===== src/rtl/io_bridge.sv =====
// Host-side I/O bridge for the fst core: buffers core output words in a FIFO
// toward a valid/ready host stream and holds the core's input word.
module io_bridge #(
    parameter int DEPTH = 8,
    parameter int WIDTH = 16
) (
    input  logic                     clk,
    input  logic                     reset,
    input  logic                     out_en,
    input  logic [WIDTH-1:0]         out_dat,
    input  logic                     is_halt,
    output logic [WIDTH-1:0]         in_dat,
    output logic                     tx_valid,
    output logic [WIDTH-1:0]         tx_dat,
    input  logic                     tx_ready,
    input  logic                     rx_valid,
    input  logic [WIDTH-1:0]         rx_dat,
    output logic                     rx_ready,
    output logic [$clog2(DEPTH):0]   count,
    output logic                     overflow,
    output logic                     drained
);

    localparam int AW = $clog2(DEPTH);
    localparam logic [AW:0] FULL_CNT = (AW+1)'(DEPTH);

    logic [WIDTH-1:0] mem [DEPTH];
    logic [AW-1:0]    wr_ptr_reg, wr_ptr_next;
    logic [AW-1:0]    rd_ptr_reg, rd_ptr_next;
    logic [AW:0]      count_reg, count_next;
    logic             overflow_reg, overflow_next;
    logic             drained_reg, drained_next;
    logic [WIDTH-1:0] in_dat_reg, in_dat_next;
    logic             full, push, pop;

    // A full FIFO still accepts a write when the head leaves in the same cycle.
    assign full = (count_reg == FULL_CNT);
    assign pop  = (count_reg != '0) && tx_ready;
    assign push = out_en && (!full || pop);

    always_comb begin
        wr_ptr_next   = wr_ptr_reg;
        rd_ptr_next   = rd_ptr_reg;
        count_next    = count_reg;
        overflow_next = overflow_reg;
        in_dat_next   = in_dat_reg;
        drained_next  = is_halt && (count_reg == '0) && !out_en;

        if (push) wr_ptr_next = wr_ptr_reg + 1'b1;
        if (pop)  rd_ptr_next = rd_ptr_reg + 1'b1;

        case ({push, pop})
            2'b10:   count_next = count_reg + 1'b1;
            2'b01:   count_next = count_reg - 1'b1;
            default: count_next = count_reg;
        endcase

        if (out_en && !push) overflow_next = 1'b1;
        if (rx_valid)        in_dat_next   = rx_dat;
    end

    always_ff @(posedge clk or negedge reset) begin
        if (!reset) begin
            wr_ptr_reg   <= '0;
            rd_ptr_reg   <= '0;
            count_reg    <= '0;
            overflow_reg <= 1'b0;
            drained_reg  <= 1'b0;
            in_dat_reg   <= '0;
        end else begin
            wr_ptr_reg   <= wr_ptr_next;
            rd_ptr_reg   <= rd_ptr_next;
            count_reg    <= count_next;
            overflow_reg <= overflow_next;
            drained_reg  <= drained_next;
            in_dat_reg   <= in_dat_next;
        end
    end

    // Storage carries no reset; occupancy alone decides what is valid.
    always_ff @(posedge clk) begin
        if (push) mem[wr_ptr_reg] <= out_dat;
    end

    assign tx_valid = (count_reg != '0);
    assign tx_dat   = mem[rd_ptr_reg];
    assign rx_ready = 1'b1;
    assign count    = count_reg;
    assign overflow = overflow_reg;
    assign drained  = drained_reg;
    assign in_dat   = in_dat_reg;

endmodule

===== config.mk =====
export PLATFORM = sky130hd
export DESIGN_NAME = io_bridge
export DESIGN_NICKNAME = d
export VERILOG_FILES = /design/src/rtl/io_bridge.sv
export SDC_FILE = /design/constraint.sdc
export NUM_CORES = 1
export LEC_CHECK = 0
export BUFFER_PORTS_ARGS = -buffer_cell sky130_fd_sc_hd__buf_2
export CORE_UTILIZATION = 46
export DETAILED_ROUTE_END_ITERATION = 7
export MAX_ROUTING_LAYER = met4
export PLACE_DENSITY = 0.77
export SLEW_MARGIN = 30
export SYNTH_ARGS = -nofsm -noshare
export SYNTH_HDL_FRONTEND = slang
export SYNTH_SLANG_ARGS = --single-unit

===== constraint.sdc =====
create_clock -name clk -period 5.5 [get_ports clk]
set_clock_uncertainty 0.15 [all_clocks]
set_input_delay 0.275 -clock clk [delete_from_list [all_inputs] [get_ports clk]]
set_output_delay 0.275 -clock clk [all_outputs]
set_load 0.02 [all_outputs]

==> results of run 1 <==
-- final cells by class --
type,instances,area (um^2)
well taps,176,220.2
multi-input cells,119,1587
repair buffers,120,795.8
clock buffers,17,425.4
fillers,980,5524
inverters,3,11.26
clock inverters,15,133.9
flip-flops and latches,156,4546
-- kinds of logic (layout without fill, tap and decap cells) --
family                   after synthesis  count (layout)  share of synthesized area (%)
flip-flops                           156             156                          72.89
multiplexers                          70              70                          19.93
AND/OR/NAND/NOR                       29              29                          2.268
buffers and inverters                 17             155                          1.826
AO/OA/AOI/OAI                          7               7                         0.9232
XOR/XNOR                               7               7                         0.9834
adder cells (fa/ha/maj)                5               5                          1.124
other                                  1               1                        0.06015
-- routing by layer --
| metal | routed length [um] | track usage, % |
|---|---|---|
| met1 | 4466 | 21.48 |
| met2 | 6149 | 30.40 |
| met3 | 501 | 3.620 |
| met4 | 138 | 6.329 |
| met5 | 0 | - |
-- layout by cell type (no fill, tap or decap), types with 2 or more instances in the layout --
cell	n
dlygate4sd3_1	34
nand3_1	2
clkinv_4	2
buf_2	76
nand2b_1	3
clkinvlp_4	3
nand2_1	7
nor2b_1	2
dfrtp_1	27
mux2_2	35
inv_8	3
ha_1	4
mux4_2	6
clkbuf_16	17
inv_1	3
edfxtp_1	128
mux2i_1	3
nor2_1	9
xor2_1	2
mux4_1	26
xnor2_1	5
buf_4	10
inv_6	4
nor3_2	2
-- power groups by stage --
stage	registers (mW)	clock network, mW	logic [mW]
2_1_floorplan	1.60	0	0.854
3_3_place_gp	1.62	0	1.13
3_5_place_dp	1.63	0	1.14
4_1_cts	1.61	1.10	1.17
5_1_grt	1.63	1.13	1.24
6_report	1.61	1.08	1.15
-- repair_timing --
item	in CTS	in global routing
resized for setup	0	0
hold buffers	34	0
endpoints found under the hold margin	173	0
endpoints found under the setup margin	0	0
-- final timing paths --
| check | start | to | slack (ns) | cells after the start |
|---|---|---|---|---|
| setup / recovery | rd_ptr_reg[0] | tx_dat[12] | 2.63 | 4 |
| hold / removal | out_en | drained | 0.05 | 2 |
| setup reg to reg | count[2] | count[3] | 2.74 | 9 |
| hold reg to reg | overflow | overflow | 0.34 | 1 |
| max in group asynchronous | reset | rd_ptr_reg[2] | 4.46 | 2 |
| min in group asynchronous | reset | in_dat[11] | 0.29 | 2 |
==> results.json, run 1 <==
{
  "htree_levels": 4,
  "start_util_pct": 47.08,
  "fmax_mhz": 348.6,
  "grt_max_degree": 33,
  "grt_usage_pct": 17.95,
  "drv_slew": 0,
  "synthFlopType": "edfxtp_1",
  "die_h_um": 118.4,
  "largest_register_ffs": 128,
  "postRouteAntennaNets": 0,
  "hold_viol_final": 0,
  "clockRootBuffer": "clkbuf_16",
  "critPathMaxFanout": 32,
  "cp_top_family": "multiplexers",
  "grt_pass1_wl_mm": 17.86,
  "clkSlewWorstSetupHoldPaths_ns": 0.06,
  "syn_area_um2": 6235,
  "crit_path_end_kind": "primary output",
  "ys_seq_area_share_pct": 72.89,
  "cts_tree": "built",
  "port-buffer-count": 76,
  "required_ns": 5.08,
  "vias": 3155,
  "ioPinCount": 78,
  "hold_path.class": "in2reg",
  "leakagePower_nw": 2.877,
  "worst_path_max_delay_cell": "mux4_1",
  "cp.arrival_ns": 2.44,
  "setup_viol": 0,
  "p_sw_share_pct": 31.74,
  "synth_area_leader_cell": "edfxtp_1",
  "critPathLaunchType": "flop",
  "synth_top_cell_area_share_pct": 61.65,
  "fp.dieW_um": 118.4,
  "post_cts_buffers": 0,
  "cts_buffers": 17,
  "async_flop_share_pct": 17.95,
  "synth.most_common_cell": "edfxtp_1",
  "avgSynthCellArea_um2": 21.35,
  "wl_mm": 11.26,
  "rsz0062_at_grt": "false",
  "die_area_um2": 14020,
  "power_frac_clock_pct": 28.0,
  "first_pass_iters": 4,
  "finalWorstSetupSlack_ns": 2.632,
  "clock-sinks": 156,
  "max_cap_viol_count": 0,
  "drtIter0Drc": 223,
  "synthTopCellsByCount": "128 x edfxtp_1, 35 x mux2_2, 28 x dfrtp_1",
  "stdcell_count": 606,
  "drc": 0,
  "post-route-util_pct": 58.29,
  "setup_tns_ns": 0,
  "place.gp.congestion": 0.8026,
  "status": "finished, final reports clean",
  "synthCells": 292,
  "layout_worst_path_cycle_share_pct": 52.15,
  "dp_cells": 540,
  "grt_pass1_vias": 3370,
  "crit_chain": "buf_4, mux4_1, mux2_2, buf_2",
  "fin_area_um2": 7719,
  "worst_pin_slew_ns": 0.6327,
  "clockBufferDepth": 2,
  "place_ws_ns": 2.865,
  "vias_per_cell": 5.206,
  "yosys_warnings": 0,
  "slowest_delay_ns": 0.65,
  "critPathKind": "reg2out",
  "switching_power_mw": 1.219,
  "post-dp-hpwl_mm": 6.507,
  "synth-seq-cells": 156,
  "relSlewSlack_pct": 57.82,
  "num_antenna_cells": 0,
  "p_per_area_nw_per_um2": 497.7,
  "antenna_found_initial": 0,
  "post-route-min-period_ns": 2.868,
  "power_frac_comb_pct": 30.0,
  "syn-num-nets": 335,
  "grt-ovfl-total": 0,
  "p_seq_share_pct": 42.0,
  "ys_types": 36,
  "clk_latency_ns": 0.41,
  "fin_nets": 460,
  "hold_slack_ns": 0.05397,
  "ir_drop_mv": 0.2241,
  "area_growth_pct": 23.80,
  "synth-edff-count": 128,
  "synthTopCellsByArea": "edfxtp_1 62%, dfrtp_1 11%, mux4_1 11%",
  "dpl_cell_area_um2": 6818,
  "power_mw": 3.842,
  "core_area_um2": 13240,
  "drive_above_1_share_pct": 38.37,
  "wl_per_cell_um": 18.57,
  "rows": 42,
  "cellInternalPower_mw": 2.622,
  "crit_buf_inv": 2
}
No activity file was read; power rests on OpenSTA's default activity.
==> run 2, diff against run 1 <==
--- a/config.mk
+++ b/config.mk
@@ -5,11 +5,12 @@
 export SDC_FILE = /design/constraint.sdc
 export NUM_CORES = 1
 export LEC_CHECK = 0
+export ABC_AREA = 1
 export BUFFER_PORTS_ARGS = -buffer_cell sky130_fd_sc_hd__buf_2
 export CORE_UTILIZATION = 46
 export DETAILED_ROUTE_END_ITERATION = 7
 export MAX_ROUTING_LAYER = met4
-export PLACE_DENSITY = 0.77
+export PLACE_DENSITY = 0.79
 export SLEW_MARGIN = 30
 export SYNTH_ARGS = -nofsm -noshare
 export SYNTH_HDL_FRONTEND = slang
==> constraint.sdc (replaced) <==
create_clock -name clk -period 2.4 [get_ports clk]
set_clock_uncertainty 0.15 [all_clocks]
set_input_delay 0.12 -clock clk [delete_from_list [all_inputs] [get_ports clk]]
set_output_delay 0.12 -clock clk [all_outputs]
set_load 0.02 [all_outputs]
==> results.json, run 2 <==
{
  "leakagePower_nw": 3.108,
  "required_ns": 2.13,
  "wl_per_cell_um": 16.05,
  "holdBufCountCts": 36,
  "grt_max_degree": 65,
  "holdCritStartpoint": "rx_valid",
  "drv_slew": 0,
  "syn-num-nets": 522,
  "dp_cells": 729,
  "p_per_area_nw_per_um2": 1182,
  "fp.dieW_um": 119.1,
  "p_sw_share_pct": 36.50,
  "drive_above_1_share_pct": 25.28,
  "die_h_um": 119.1,
  "final_cell_mix": "128 x edfxtp_1, 76 x buf_2, 75 x nor2_1",
  "synth_area_leader_cell": "edfxtp_1",
  "status": "finished, final reports clean",
  "syn_area_um2": 6304,
  "relSlewSlack_pct": 54.44,
  "p_seq_share_pct": 37.7,
  "r2r-start": "count[0]",
  "postRouteAntennaNets": 0,
  "power_mw": 9.313,
  "grt_usage_pct": 19.62,
  "clock-sinks": 156,
  "ys_seq_area_share_pct": 72.09,
  "setup_tns_ns": 0,
  "clockRootBuffer": "clkbuf_16",
  "largest_register_ffs": 128,
  "cp.arrival_ns": 1.95,
  "crit_path_start": "rd_ptr_reg[0]",
  "grt.busiest_layer": "met2",
  "synth.most_common_cell": "edfxtp_1",
  "area_growth_pct": 25.01,
  "power_frac_clock_pct": 27.6,
  "synthFlopType": "edfxtp_1",
  "cts_tree": "built",
  "drtIter0Drc": 252,
  "grt-ovfl-total": 0,
  "clkSlewWorstSetupHoldPaths_ns": 0.06,
  "start_util_pct": 47.41,
  "grt_pass1_wl_mm": 20.15,
  "switching_power_mw": 3.399,
  "grt_use_met1_pct": 23.76,
  "first_pass_iters": 5,
  "ir_drop_mv": 0.5171,
  "antenna_found_initial": 1,
  "stdcell_count": 798,
  "place.gp.congestion": 0.8614,
  "fin_nets": 651,
  "vias": 4132,
  "synthTopCellsByArea": "edfxtp_1 61%, dfrtp_1 11%, nor2_1 4.5%",
  "clockBufferDepth": 2,
  "gr-usage-met2_pct": 29.83,
  "hold_path.class": "in2reg",
  "ys_types": 33,
  "critPathLaunchType": "flop",
  "drc": 0,
  "critPathMaxFanout": 32,
  "post_cts_buffers": 0,
  "post-route-min-period_ns": 2.221,
  "worst_pin_slew_ns": 0.6793,
  "synthTopCellsByCount": "128 x edfxtp_1, 75 x nor2_1, 67 x nand2_1",
  "cellInternalPower_mw": 5.913,
  "rsz0062_at_grt": "false",
  "rows": 42,
  "layout_worst_path_cycle_share_pct": 92.55,
  "gr-usage-met3_pct": 5.364,
  "setup_viol": 0,
  "htree_levels": 4,
  "critPathKind": "reg2out",
  "avgSynthCellArea_um2": 13.16,
  "crit_path_end_kind": "primary output",
  "clk_latency_ns": 0.43,
  "core_area_um2": 13300,
  "wl_mm": 12.81,
  "grt_pass1_vias": 4024,
  "cts_buffers": 17,
  "max_cap_viol_count": 0,
  "async_flop_share_pct": 17.95,
  "post_cts_resized": 0,
  "power_frac_comb_pct": 34.7,
  "final_common_cell": "edfxtp_1",
  "port-buffer-count": 76,
  "yosys_warnings": 0,
  "synth-edff-count": 128,
  "synth-seq-cells": 156,
  "fin_area_um2": 7880,
  "vias_per_cell": 5.178,
  "post-dp-hpwl_mm": 7.721,
  "die_area_um2": 14180,
  "synthCells": 479,
  "synth_top_cell_area_share_pct": 60.98,
  "fmax_mhz": 450.2,
  "dpl_cell_area_um2": 6939,
  "hold_viol_final": 0,
  "ioPinCount": 78
}
==> run 2: layer usage <==
layer | wire length (um) | part of all wire (%)
met1 | 5372 | 42
met5 | 0 | 0
met4 | 434 | 3.4
met2 | 6169 | 48
met3 | 833 | 6.5
==> run 2: power groups by stage <==
| stage | clock network [mW] | registers [mW] | logic (mW) |
|---|---|---|---|
| global placement | 0 | 3.55 | 3.10 |
| global route | 2.72 | 3.55 | 3.54 |
| floorplan | 0 | 3.61 | 2.19 |
| detailed placement | 0 | 3.56 | 3.17 |
| finish | 2.57 | 3.51 | 3.23 |
| CTS | 2.62 | 3.51 | 3.24 |
==> run 2: per-stage QoR <==
step	worst slack [ns]	utilization [%]	hold WS (ns)
3_5_place_dp	0.4278	52.19	0.02538
5_1_grt	0.05132	59.27	0.05165
3_3_place_gp	0.4814	52.19	0.009542
2_1_floorplan	0.09267	-	-0.3256
4_1_cts	0.1853	59.25	0.03526
6_report	0.1788	59.27	0.04686
==> run 2: path summary, 6_finish.rpt <==
check / depth (start not counted) / slack (ns) / to
max: 6 / 0.18 / tx_dat[13]
min: 2 / 0.05 / in_dat[8]
max reg2reg: 11 / 0.41 / count[3]
min reg2reg: 1 / 0.34 / overflow
max in group asynchronous: 2 / 1.53 / rd_ptr_reg[0]
min in group asynchronous: 2 / 0.12 / in_dat[4]
==> run 2: final cells by class <==
class                   count  area, um^2
fillers                   990        5415
flip-flops and latches    156        4546
multi-input cells         286        1563
repair buffers            135       925.9
clock buffers              17       425.4
well taps                 176       220.2
clock inverters            15       152.6
inverters                  12       45.04
diodes                      1       2.502
==> run 2: kinds of logic (layout without fill, tap and decap cells) <==
group | after synthesis | count (layout) | share of synthesized area (%)
and+or+nand+nor | 157 | 157 | 10.24
DFF | 156 | 156 | 72.09
AOI/OAI and AO/OA | 85 | 85 | 7.106
buffers and inverters | 37 | 179 | 3.116
muxes | 33 | 33 | 5.577
adders and majority gates | 5 | 5 | 1.112
xor gates and xnor gates | 5 | 5 | 0.6947
other | 1 | 2 | 0.05949
==> run 2: critical path, cell delays in order, from the launching register on <==
cell and delay, ns:
dfrtp_2 0.40, buf_4 0.35, o21ai_0 0.17, o21ai_0 0.23
nand2_1 0.09, nand2_1 0.12, buf_2 0.18
==> run 3, diff against run 2 <==
--- a/config.mk
+++ b/config.mk
@@ -6,11 +6,11 @@
 export NUM_CORES = 1
 export LEC_CHECK = 0
 export ABC_AREA = 1
-export BUFFER_PORTS_ARGS = -buffer_cell sky130_fd_sc_hd__buf_2
 export CORE_UTILIZATION = 46
 export DETAILED_ROUTE_END_ITERATION = 7
+export DONT_BUFFER_PORTS = 1
 export MAX_ROUTING_LAYER = met4
-export PLACE_DENSITY = 0.79
+export PLACE_DENSITY = 0.74
 export SLEW_MARGIN = 30
 export SYNTH_ARGS = -nofsm -noshare
 export SYNTH_HDL_FRONTEND = slang
==> results.json, run 3 (same netlist as run 2, synthesis figures left out) <==
{
  "status": "finished, final reports clean",
  "fillCellCount": 1014,
  "rsz0062_at_grt": "false",
  "critPathLaunchType": "flop",
  "ioPinCount": 78,
  "crit_buf_inv": 1,
  "core_area_um2": 13300,
  "cts_buffers": 17,
  "postRouteAntennaNets": 0,
  "clockRootBuffer": "clkbuf_16",
  "wl_per_cell_um": 17.25,
  "ir_drop_mv": 0.5238,
  "drv_slew": 0,
  "crit_chain": "buf_4, nor2_1, nor2_1, o21ai_1, o21ai_0, nand2_1, nand2_1",
  "fmax_mhz": 438.6,
  "htree_levels": 4,
  "regArea_um2": 4546,
  "relSlewSlack_pct": 55.92,
  "place.gp.congestion": 0.8778,
  "setup_tns_ns": 0,
  "vias": 3863,
  "crit_path_end_kind": "primary output",
  "clkSlewWorstSetupHoldPaths_ns": 0.06,
  "worst_pin_slew_ns": 0.6572,
  "clk_latency_ns": 0.41,
  "cp_top_family": "flip-flops",
  "grt-ovfl-total": 0,
  "cp.arrival_ns": 2.01,
  "drive_above_1_share_pct": 14.39,
  "cts_tree": "built",
  "fin_nets": 594,
  "hold_path.class": "in2async",
  "drc": 0,
  "first_pass_iters": 4,
  "post-route-min-period_ns": 2.280,
  "hold_slack_ns": 0.08513,
  "post-dp-hpwl_mm": 7.419,
  "clockBufferDepth": 2,
  "rows": 42,
  "grt_pass1_wl_mm": 20.43,
  "final_cell_mix": "128 x edfxtp_1, 75 x nor2_1, 67 x nand2_1",
  "grt_max_degree": 65,
  "required_ns": 2.13,
  "setup_viol": 0,
  "start_util_pct": 47.41,
  "vias_per_cell": 5.227,
  "antenna_found_initial": 0,
  "grt_pass1_vias": 3963,
  "layout_worst_path_cycle_share_pct": 95.01,
  "fp.dieW_um": 119.1,
  "drtIter0Drc": 271,
  "num_antenna_cells": 0,
  "wl_mm": 12.75,
  "hold_viol_final": 0,
  "critPathKind": "reg2out",
  "die_area_um2": 14180,
  "clock-sinks": 156,
  "final_common_cell": "edfxtp_1",
  "leakagePower_nw": 2.867,
  "largest_register_ffs": 128,
  "worst_path_max_delay_cell": "dfrtp_2",
  "die_h_um": 119.1,
  "multi_input_area_um2": 1563,
  "p_per_area_nw_per_um2": 1176,
  "max_cap_viol_count": 0,
  "area_growth_pct": 21.91,
  "port-buffer-count": 0,
  "grt_usage_pct": 19.88,
  "critPathMaxFanout": 20,
  "slowest_delay_ns": 0.61
}
run 3: cell count changes in the layout (fill, tap and decap cells not counted):
cell / change
buf_2: -76
diode_2: -1
clkinvlp_4: +6
clkinv_4: -6
dlygate4sd3_1: +16
buf_4: +1
inv_6: -8
bufinv_16: +1
clkbuf_1: +2
clkinv_2: +4
buf_12: +2
run 3: worst reg2reg max path, stage by stage, from the launching register on:
cell and delay (ns):
dfrtp_1 0.50, nor2_2 0.25, nand2_4 0.14, nand2_4 0.11
nor2_2 0.05, ha_1 0.33, nand2_1 0.08, inv_1 0.05
nand2_1 0.08, nand3_1 0.09, nand2_1 0.10, nand3_1 0.09
nand2_1 0.06, nand2_1 0.07
run 3: per-stage QoR:
step	utilization [%]	area [um^2]	instances	worst slack, ns	power [mW]
after global routing	57.80	7685	739	0.004120	9.557
after detailed placement	49.39	6566	654	0.2052	6.421
final	57.80	7685	739	0.1198	9.037
after CTS	57.80	7685	739	0.1162	9.066
after global placement	49.39	6566	654	0.3570	6.322
after floorplan	-	6304	479	0.09267	5.802
run 3: worst paths after layout:
path                               startpoint       endpoint  slack [ns]  depth (start not counted)
worst max-delay path            rd_ptr_reg[0]     tx_dat[12]        0.12                          7
worst min-delay path                    reset     in_dat[10]        0.09                          3
worst max register to register       count[1]       count[3]        0.12                         13
worst min register to register  wr_ptr_reg[0]  wr_ptr_reg[0]        0.42                          2
max in group asynchronous               reset  rd_ptr_reg[0]        1.85                          3
min in group clk                     rx_valid     in_dat[13]        0.24                          2
run 3: final cells by class:
cell class,instances,area share [%]
Clock buffer,19,5.633
Clock inverter,12,1.628
Inverter,12,0.5861
Multi-Input combinational cell,286,20.34
Sequential cell,156,59.15
Tap cell,176,2.866
Timing Repair Buffer,78,9.801
run 3: what timing repair did:
action / 4_1_cts / 5_1_grt
resized for setup: 0 / 0
hold endpoints to repair: 184 / 0
hold buffers: 54 / 0
buffers inserted: 0 / 0
run 3: report_power, final:
part	switching [mW]	internal, mW	leakage, nW
logic	1.93	0.935	1.12
registers	0.305	3.34	1.49
clock network	1.01	1.51	0.257
run 3: per-layer routing:
layer,wire length (um),global-route usage [%]
met1,5299,24.55
met2,6425,31.10
met3,863,5.603
met4,161,7.674
met5,0,-
